`src/rtl/ps2_kbd_decoder_fifo.sv`:
```
// PS/2 scan-code-set-2 decoder with typematic repeat filter and first-word
// fall-through event FIFO. E0/F0 prefixes and the E1 Pause sequence are folded
// into single key events. Keyboard controller responses go to status_o.
module ps2_kbd_decoder_fifo #(
  parameter int unsigned FIFO_DEPTH      = 16,
  parameter int unsigned TIMEOUT_CYCLES  = 1_000_000,
  parameter bit          SUPPRESS_REPEAT = 1'b1,
  localparam int unsigned CntW           = $clog2(FIFO_DEPTH) + 1
) (
  input  logic            clk_i,
  input  logic            rst_ni,
  input  logic [7:0]      data_i,
  input  logic            valid_i,
  output logic [7:0]      event_code_o,
  output logic            event_break_o,
  output logic            event_extended_o,
  output logic            event_pause_o,
  output logic            valid_o,
  input  logic            ready_i,
  output logic [CntW-1:0] count_o,
  output logic            overflow_o,
  input  logic            clear_overflow_i,
  output logic [7:0]      status_o,
  output logic            status_valid_o
);

  localparam int unsigned PtrW = $clog2(FIFO_DEPTH);
  localparam int unsigned TmoW = $clog2(TIMEOUT_CYCLES + 1);
  localparam logic [TmoW-1:0] TmoLast = TmoW'(TIMEOUT_CYCLES - 1);
  localparam logic [CntW-1:0] CntFull = CntW'(FIFO_DEPTH);

  typedef enum logic [1:0] {StIdle, StPrefix, StPause} state_e;

  typedef struct packed {
    logic       pause;
    logic       ext;
    logic       brk;
    logic [7:0] code;
  } event_t;

  function automatic logic is_response(input logic [7:0] b);
    case (b)
      8'hFA, 8'hAA, 8'hEE, 8'hFE, 8'hFC, 8'h00, 8'hFF: is_response = 1'b1;
      default:                                           is_response = 1'b0;
    endcase
  endfunction

  // Decoder state
  state_e          state_q, state_d;
  logic            ext_q, ext_d;
  logic            brk_q, brk_d;
  logic [2:0]      pcnt_q, pcnt_d;
  logic [TmoW-1:0] tmo_q, tmo_d;

  // Registered decoder output (one event or one status byte per cycle)
  logic            evt_valid_q, evt_valid_d;
  event_t          evt_q, evt_d;
  logic [7:0]      status_q, status_d;
  logic            status_valid_q, status_valid_d;

  // Repeat filter
  logic            last_valid_q, last_valid_d;
  logic            last_ext_q, last_ext_d;
  logic [7:0]      last_code_q, last_code_d;
  logic            push_req;

  // FIFO
  event_t          mem_q [FIFO_DEPTH];
  logic [PtrW-1:0] wptr_q, rptr_q;
  logic [CntW-1:0] count_q, count_d;
  logic            overflow_q, overflow_d;
  logic            empty, full, push, pop;

  // Decoder next-state: prefix folding, Pause counting, response capture, timeout
  always_comb begin
    state_d        = state_q;
    ext_d          = ext_q;
    brk_d          = brk_q;
    pcnt_d         = pcnt_q;
    tmo_d          = '0;
    evt_valid_d    = 1'b0;
    evt_d          = '0;
    status_d       = status_q;
    status_valid_d = 1'b0;
    unique case (state_q)
      StIdle, StPrefix: begin
        if (valid_i) begin
          if (data_i == 8'hE0) begin
            ext_d   = 1'b1;
            state_d = StPrefix;
          end else if (data_i == 8'hF0) begin
            brk_d   = 1'b1;
            state_d = StPrefix;
          end else if (data_i == 8'hE1) begin
            ext_d   = 1'b0;
            brk_d   = 1'b0;
            pcnt_d  = 3'd7;
            state_d = StPause;
          end else if (is_response(data_i)) begin
            status_d       = data_i;
            status_valid_d = 1'b1;
            ext_d          = 1'b0;
            brk_d          = 1'b0;
            state_d        = StIdle;
          end else begin
            evt_valid_d = 1'b1;
            evt_d       = '{pause: 1'b0, ext: ext_q, brk: brk_q, code: data_i};
            ext_d       = 1'b0;
            brk_d       = 1'b0;
            state_d     = StIdle;
          end
        end else if (state_q == StPrefix) begin
          if (tmo_q == TmoLast) begin
            ext_d   = 1'b0;
            brk_d   = 1'b0;
            state_d = StIdle;
          end else begin
            tmo_d = tmo_q + 1'b1;
          end
        end
      end
      StPause: begin
        if (valid_i) begin
          // Bytes of the Pause sequence are counted, not inspected
          if (pcnt_q == 3'd1) begin
            pcnt_d      = 3'd0;
            evt_valid_d = 1'b1;
            evt_d       = '{pause: 1'b1, ext: 1'b0, brk: 1'b0, code: 8'h00};
            state_d     = StIdle;
          end else begin
            pcnt_d = pcnt_q - 3'd1;
          end
        end else if (tmo_q == TmoLast) begin
          ext_d   = 1'b0;
          brk_d   = 1'b0;
          state_d = StIdle;
        end else begin
          tmo_d = tmo_q + 1'b1;
        end
      end
      default: state_d = StIdle;
    endcase
  end

  // Repeat filter: drop makes that repeat the last held-down key
  always_comb begin
    push_req     = evt_valid_q;
    last_valid_d = last_valid_q;
    last_ext_d   = last_ext_q;
    last_code_d  = last_code_q;
    if (SUPPRESS_REPEAT && evt_valid_q && !evt_q.pause) begin
      if (!evt_q.brk) begin
        if (last_valid_q && last_ext_q == evt_q.ext && last_code_q == evt_q.code) begin
          push_req = 1'b0;
        end else begin
          last_valid_d = 1'b1;
          last_ext_d   = evt_q.ext;
          last_code_d  = evt_q.code;
        end
      end else if (last_valid_q && last_ext_q == evt_q.ext && last_code_q == evt_q.code) begin
        last_valid_d = 1'b0;
      end
    end
  end

  // FIFO control; a full FIFO still accepts a push on a pop edge
  always_comb begin
    empty      = (count_q == '0);
    full       = (count_q == CntFull);
    pop        = !empty && ready_i;
    push       = push_req && (!full || pop);
    count_d    = count_q;
    if (push && !pop) begin
      count_d = count_q + 1'b1;
    end else if (pop && !push) begin
      count_d = count_q - 1'b1;
    end
    overflow_d = overflow_q;
    if (push_req && !push) begin
      overflow_d = 1'b1;
    end else if (clear_overflow_i) begin
      overflow_d = 1'b0;
    end
  end

  // State registers with synchronous active-low reset
  always_ff @(posedge clk_i) begin
    if (!rst_ni) begin
      state_q        <= StIdle;
      ext_q          <= 1'b0;
      brk_q          <= 1'b0;
      pcnt_q         <= '0;
      tmo_q          <= '0;
      evt_valid_q    <= 1'b0;
      evt_q          <= '0;
      status_q       <= '0;
      status_valid_q <= 1'b0;
      last_valid_q   <= 1'b0;
      last_ext_q     <= 1'b0;
      last_code_q    <= '0;
      wptr_q         <= '0;
      rptr_q         <= '0;
      count_q        <= '0;
      overflow_q     <= 1'b0;
    end else begin
      state_q        <= state_d;
      ext_q          <= ext_d;
      brk_q          <= brk_d;
      pcnt_q         <= pcnt_d;
      tmo_q          <= tmo_d;
      evt_valid_q    <= evt_valid_d;
      evt_q          <= evt_d;
      status_q       <= status_d;
      status_valid_q <= status_valid_d;
      last_valid_q   <= last_valid_d;
      last_ext_q     <= last_ext_d;
      last_code_q    <= last_code_d;
      count_q        <= count_d;
      overflow_q     <= overflow_d;
      if (push) wptr_q <= wptr_q + 1'b1;
      if (pop)  rptr_q <= rptr_q + 1'b1;
    end
  end

  // FIFO storage; contents are don't-care while count is zero
  always_ff @(posedge clk_i) begin
    if (push) mem_q[wptr_q] <= evt_q;
  end

  // Head fields are forced to zero when empty so reset shows all-zero outputs
  always_comb begin
    valid_o          = !empty;
    event_code_o     = valid_o ? mem_q[rptr_q].code  : 8'h00;
    event_break_o    = valid_o ? mem_q[rptr_q].brk   : 1'b0;
    event_extended_o = valid_o ? mem_q[rptr_q].ext   : 1'b0;
    event_pause_o    = valid_o ? mem_q[rptr_q].pause : 1'b0;
    count_o          = count_q;
    overflow_o       = overflow_q;
    status_o         = status_q;
    status_valid_o   = status_valid_q;
  end

endmodule

```
`config.mk`:
```
export PLATFORM = sky130hd
export DESIGN_NAME = ps2_kbd_decoder_fifo
export DESIGN_NICKNAME = d
export VERILOG_FILES = /design/src/rtl/ps2_kbd_decoder_fifo.sv
export SDC_FILE = /design/constraint.sdc
export NUM_CORES = 1
export LEC_CHECK = 0
export BUFFER_PORTS_ARGS = -buffer_cell sky130_fd_sc_hd__buf_2
export CAP_MARGIN = 20
export CORE_MARGIN = 4
export CORE_UTILIZATION = 40
export DETAILED_ROUTE_END_ITERATION = 12
export PLACE_DENSITY = 0.64
export SETUP_SLACK_MARGIN = 0.05
export SYNTH_ARGS = -nofsm -noshare
export SYNTH_HDL_FRONTEND = slang
export SYNTH_SLANG_ARGS = --single-unit
```
`constraint.sdc`:
```
create_clock -name clk_i -period 5.5 [get_ports clk_i]
set_input_delay 1.1 -clock clk_i [delete_from_list [all_inputs] [get_ports clk_i]]
set_output_delay 1.1 -clock clk_i [all_outputs]
set_load 0.05 [all_outputs]
```
==> results of run 1 <==
layout by cell type, fill, tap and decap left out, types with 19 or more instances in the layout:
cell type  synthesis  final
edfxtp_1         176    176
dfxtp_1           76     74
mux4_2            55     55
nor2_1            41     41
buf_2              3     39
nand2_1           36     36
clkbuf_16          0     28
and2_1            27     27
nand3_1           19     19
registers in the layout, summed over array words and instances (netlist names), named ones only:
signal          count
mem_q             176
wptr_q              4
rptr_q              4
count_o             5
last_ext_q          1
state_q             2
overflow_o          1
last_valid_q        1
last_code_q         8
brk_q               1
tmo_q              20
evt_valid_q         1
ext_q               1
status_o            8
status_valid_o      1
evt_q              11
pcnt_q              3
final cells by class:
class | instances | area share [%]
tap | 330 | 3.503
clock buffer | 37 | 6.497
sequential | 252 | 57.77
timing repair buffer | 57 | 3.036
clock inverter | 11 | 1.136
inverter | 10 | 0.3185
multi-input combinational | 365 | 27.74
worst paths after layout:
kind / depth (start not counted) / slack, ns / startpoint / endpoint
setup / recovery: 5 / 1.37 / flip-flop / event_code_o[4]
hold / removal: 1 / 0.46 / brk_q$_SDFFE_PN0P_ / evt_q[8]$_SDFF_PN0_
setup reg to reg: 12 / 1.82 / evt_q[6]$_SDFF_PN0_ / count_o[4]$_SDFFE_PN0P_
hold reg to reg: 1 / 0.46 / brk_q$_SDFFE_PN0P_ / evt_q[8]$_SDFF_PN0_
per-layer routing:
metal	part of all wire, %	routed length (um)	vias to the layer above	GRT usage (%)
met5	0.061	13	-	0
met4	2.3	501	2	3.670
met3	6.1	1308	39	2.677
met2	48	10300	131	24.42
met1	43	9228	2875	20.99
li1	-	-	2597	-
per-stage QoR:
step / cells / power, uW / hold WS, ns
final: 1062 / 4963 / 0.4566
after global routing: 1062 / 5166 / 0.4773
after CTS: 1061 / 5011 / 0.4589
after detailed placement: 1013 / 3193 / 0.4461
after global placement: 1009 / 3170 / 0.4495
after floorplan: 657 / 2999 / 0.4294
cell families after synthesis:
kind of cell	count (synthesis)	share of synthesized area [%]
AO/OA/AOI/OAI	45	3.024
XOR/XNOR	34	2.901
adder cells (fa/ha/maj)	14	1.780
buffers and inverters	40	1.829
flip-flops	252	66.32
multiplexers	69	13.43
AND/OR/NAND/NOR	203	10.72
power by group:
group          internal [uW]  switching [uW]  total (uW)
combinational            436             593        1030
clock                   1110             709        1820
sequential              2060            53.1        2120
total                   3610            1350        4960
==> summary.md, run 1 <==
| Metric | Value |
|---|---|
| Startpoint Class | `flip-flop` |
| Total grt overflow | `0` |
| Post-CTS Setup Bufs | `0` |
| Final ANT Viol Nets | `0` |
| Final Hold Violating Endpoints | `0` |
| FILL cells | `2,142` |
| H-tree depth | `1` |
| Slew Limit Headroom | `35.23%` |
| Synth warnings | `0` |
| Post-synth cell types | `54` |
| Final core occ | `46.81%` |
| DRC errors left | `0` |
| Post-route setup slack | `1.366 ns` |
| TritonRoute pass-1 iters | `4` |
| Crit path arrival time | `3.03 ns` |
| WP data required | `4.40 ns` |
| Ant. Diodes | `0` |
| Final period util | `75.17%` |
| Die X-Extent | `168.2 um` |
| Wire per inst | `20.10 um` |
| Kind of critical path | `reg -> out` |
| Post-layout min period | `4.134 ns` |
| Core area | `25,180 um2` |
| Die Area | `28,290 um2` |
| Largest net degree at the start of global routing | `56` |
| RSZ-0062 raised after global routing | `false` |
| Global-route wire length before repair | `33,440 um` |
| Final setup fails | `0` |
| Maximum vdd drop | `302.2 uV` |
| Register area | `6809 um2` |
| Clock transition at the registers of the reported paths | `0.06 ns` |
| Mapped Area | `10,260 um2` |
| I/O pins | `40` |
| Slew Limit Fails | `0` |
| Clock buffer depth | `3` |
| Initial antenna violation count | `1` |
| Hold-fix buffers, CTS | `0` |
| CP endpoint kind | `primary output` |
| Synth area leader | `edfxtp_1` |
| Largest fanout on the critical path | `44` |
| Number of port buffers | `39` |
| Finished Cell Area | `11,790 um2` |
| Drt initial violations | `463` |
| Via count of the first global-routing pass | `5,846` |
| Top cells by count, synth | `edfxtp_1 (176), dfxtp_1 (76), mux4_2 (55)` |
| Synthesized instance count | `657` |
| Post-Syn Nets | `684` |
| Root buf cell | `clkbuf_16` |
| Pwr dens | `421.1 nW/um2` |
| Hold Path Class | `reg -> reg` |
| Setup_tns | `0 ns` |
| Placed instance area | `10,870 um2` |
| Rows | `58` |
| Most common flop cell mapped by yosys | `edfxtp_1` |
| GRT Util Overall | `14.95%` |
| Clock latency at the later pin of the worst-skew pair | `0.53 ns` |
| Total clock buffers created by CTS | `27` |
| Layout area overhead | `14.84%` |
| Pleak | `0.004023 uW` |
| Initial Utilization | `40.76%` |
| Synth top area share | `51.49%` |
| Worst Tran Pin Value | `0.9702 ns` |
| Critical path cell sequence | `buf_4 -> mux4_2 -> mux4_2 -> and2_1 -> buf_2` |
| RePlAce Congestion | `0.7645` |
| Worst Clk Skew | `0.01242 ns` |
| Worst path top cell family by delay | `multiplexers` |
| Crit-path max cell delay | `0.66 ns` |
| Max Freq | `241.9 MHz` |
| Pre-CTS worst setup slack | `1.800 ns` |
| DP HPWL | `13,440 um` |
| Buf/Inv on CP | `2` |
| Most Frequent Cell on Critical Path | `mux4_2` |
| Max cap viols | `0` |
| Routed Wire Length | `21,350 um` |
| Cell with the most instances after synthesis | `edfxtp_1` |
| Nets | `740` |
| Critical Path Slowest Stage Cell | `buf_4` |
| Die height | `168.2 um` |
| Synth area leaders | `edfxtp_1 (51%), dfxtp_1 (15%), mux4_2 (12%), and2_1 (1.6%), ha_1 (1.6%)` |
| Sequential-to-total area share from yosys stat | `66.32%` |
| Ys async rst share | `0%` |
| Area of the multi-input gates | `3269 um2` |
| Post-synth EDFFs | `176` |
| DR vias | `5,644` |
| CTS tree | `yes` |
| Status | `completed` |
| Via-per-instance ratio | `5.315` |
| Share of cells above drive strength 1 | `22.13%` |
| CTS Sinks | `252` |
| Syn_area_per_cell | `15.62 um2` |
| Register bit total from synthesis | `252` |
| # resized after CTS | `0` |
Note: power is estimated with default switching activity, not from simulation.
==> run 2: changes to the inputs <==
Clock period 5.5 ns to 4.3 ns, I/O delays scaled along.
==> run 2 against run 1 <==
Highest routed layer unchanged. First-iteration DRC count decreased by 0.65%. Critical endpoint is now event_break_o. Clock power increased by 24%. Utilization decreased by 0.089 points. Critical path type unchanged.
==> summary.md, run 2 (synthesis results as in run 1) <==
| Metric | Value |
|---|---|
| Global-route wire length before repair | `33,560 um (+0.37%)` |
| Core area | `25,180 um2 (unchanged)` |
| Reg power frac | `43.2% (+0.6 points)` |
| Largest net degree at the start of global routing | `56 (unchanged)` |
| Die Area | `28,290 um2 (unchanged)` |
| Final period util | `87.17%` |
| Maximum vdd drop | `376.5 uV (+25%)` |
| Slew Limit Headroom | `35.66% (+0.43 points)` |
| Met2 usage | `26.35% (+1.9 points)` |
| GRT met3 Usage | `3.099% (+0.42 points)` |
| WHS | `0.4627 ns (+0.006099 ns)` |
| Most crowded layer after global routing | `met2` |
| Share of cells above drive strength 1 | `22.62% (+0.48 points)` |
| CTS Sinks | `252 (unchanged)` |
| Wire per inst | `20.20 um (+0.48%)` |
| Internal power | `4565 uW (+27%)` |
| I/O pins | `40 (unchanged)` |
| WP data required | `3.44 ns (-0.96 ns)` |
| Sw Ratio | `27.68% (+0.38 points)` |
| Worst Tran Pin Value | `0.9640 ns (-0.006139 ns)` |
| Via-per-instance ratio | `5.346 (+0.59%)` |
| Slew Limit Fails | `0 (unchanged)` |
| Setup_tns | `0 ns (unchanged)` |
| Leading cell type in the layout, fill and taps excluded | `edfxtp_1` |
| Initial antenna violation count | `1 (unchanged)` |
| H-tree depth | `1 (unchanged)` |
| Final setup fails | `0 (unchanged)` |
| DP Cell Count | `1,016 (+0.30%)` |
| DR vias | `5,688 (+0.78%)` |
| Critical Path Slowest Stage Cell | `dfxtp_2` |
| Worst path top cell family by delay | `multiplexers` |
| Area of the multi-input gates | `3279 um2 (+0.31%)` |
| Total grt overflow | `0 (unchanged)` |
| Register area | `6809 um2 (unchanged)` |
| Most frequent cells in the layout | `edfxtp_1 (176), dfxtp_1 (74), mux4_2 (55)` |
| RSZ-0062 raised after global routing | `false` |
| Biggest regs | `mem_q x176, tmo_q x20, evt_q x11` |
| Clock buffer depth | `3 (unchanged)` |
| Flip-flop count of the largest register after layout | `176 (unchanged)` |
| Buf/Inv on CP | `2 (unchanged)` |
| Hold Path Class | `reg -> reg` |
| Routed Wire Length | `21,490 um (+0.67%)` |
| Most Frequent Cell on Critical Path | `mux4_2` |
| Startpoint Class | `flip-flop` |
| Total clock buffers created by CTS | `26 (-3.7%)` |
| Clock network power share | `35.9% (-0.7 points)` |
| Critical path cell sequence | `buf_12 -> mux4_2 -> mux4_2 -> and2_1 -> buf_2` |
| GRT Util Overall | `15.17% (+0.22 points)` |
| Final ANT Viol Nets | `0 (unchanged)` |
| DP HPWL | `13,360 um (-0.61%)` |
| Status | `completed` |
| Hold-fix buffers, CTS | `0 (unchanged)` |
| Die height | `168.2 um (unchanged)` |
| Rows | `58 (unchanged)` |
| Max Freq | `266.8 MHz` |
| RePlAce Congestion | `0.8157 (+6.7%)` |
| CP endpoint kind | `primary output` |
| Grt met1 use | `19.82% (-1.2 points)` |
| DRC errors left | `0 (unchanged)` |
| Final Hold Violating Endpoints | `0 (unchanged)` |
| Post-Layout Cell Count | `1,064 (+0.19%)` |
| CTS tree | `yes` |
| FILL cells | `2,120 (-1.0%)` |
| Initial Utilization | `40.76% (unchanged)` |
| # resized after CTS | `0 (unchanged)` |
| Pleak | `0.004012 uW (-0.28%)` |
| Post-CTS Setup Bufs | `0 (unchanged)` |
| Root buf cell | `clkbuf_16` |
| Layout area overhead | `14.62%` |
| Pwr dens | `536.6 nW/um2 (+27%)` |
| Largest fanout on the critical path | `34 (-23%)` |
| TritonRoute pass-1 iters | `5 (+1)` |
| Kind of critical path | `reg -> out` |
| Logic pwr share | `20.9% (+0.2 points)` |
| Ant. Diodes | `0 (unchanged)` |
| Max cap viols | `0 (unchanged)` |
| Die X-Extent | `168.2 um (unchanged)` |
| Crit-path max cell delay | `0.58 ns (-0.08 ns)` |
| Crit path arrival time | `2.89 ns (-0.14 ns)` |
| Sw power | `1747 uW (+29%)` |
| Worst Clk Skew | `0.01789 ns (+0.005472 ns)` |
| Clock latency at the later pin of the worst-skew pair | `0.53 ns (about the same)` |
| Clock transition at the registers of the reported paths | `0.06 ns (about the same)` |
| Biggest register | `mem_q` |
| Number of port buffers | `39 (unchanged)` |
| Nets | `741 (+0.14%)` |
| Drt initial violations | `460 (-0.65%)` |
| Post-layout min period | `3.748 ns` |
| Via count of the first global-routing pass | `5,881 (+0.60%)` |
[run 2: cell count changes in the layout (fill, tap and decap cells not counted), sizes merged]
cell    change
buf         +2
bufinv      +1
clkbuf      -8
clkinv      +7
[run 2: per-layer routing]
metal  vias up  wire (um)
met3        38       1142
li1       2610          -
met4         2        452
met2       150      10850
met1      2888       9038
met5         -         13
[run 2: area by class of cell]
class	instances	share of cell area, %
Tap cell	330	3.510
Timing Repair Buffer	59	3.042
Clock inverter	19	1.744
Clock buffer	29	5.626
Inverter	10	0.3191
Sequential cell	252	57.88
Multi-Input combinational cell	365	27.88
[run 2: final timing paths]
check	startpoint	to	slack, ns	cells after the start
worst max-delay path	flip-flop	event_break_o	0.55	5
worst max register to register	evt_q[4]$_SDFF_PN0_	count_o[4]$_SDFFE_PN0P_	0.82	12
worst min-delay path	brk_q$_SDFFE_PN0P_	evt_q[8]$_SDFF_PN0_	0.46	1
worst min register to register	brk_q$_SDFFE_PN0P_	evt_q[8]$_SDFF_PN0_	0.46	1
[run 2: metrics by stage]
step / instance area (um2) / util (%) / setup slack [ns] / total power (uW)
2_1_floorplan: 10260 / - / 1.271 / 3836
3_3_place_gp: 10900 / 43.27 / 1.037 / 4098
3_5_place_dp: 10900 / 43.27 / 0.8668 / 4121
4_1_cts: 11760 / 46.72 / 0.4684 / 6386
5_1_grt: 11760 / 46.72 / 0.3818 / 6573
6_report: 11760 / 46.72 / 0.5516 / 6312
[run 2: power groups by stage]
stage / combinational [uW] / clock [uW] / sequential (uW)
2_1_floorplan: 1060 / 0 / 2780
5_1_grt: 1420 / 2420 / 2740
3_3_place_gp: 1320 / 0 / 2780
3_5_place_dp: 1340 / 0 / 2780
4_1_cts: 1340 / 2310 / 2730
6_report: 1320 / 2260 / 2730
[run 2: worst register-to-register path, stage by stage (launching register included)]
cell	delay (ns)
dfxtp_1	0.66
xor2_1	0.16
or4_1	0.44
nor3_2	0.38
nor2_1	0.14
ha_1	0.26
inv_1	0.14
ha_1	0.29
a21o_1	0.19
a21oi_1	0.17
xnor2_1	0.09
or3_1	0.30
a21boi_0	0.17
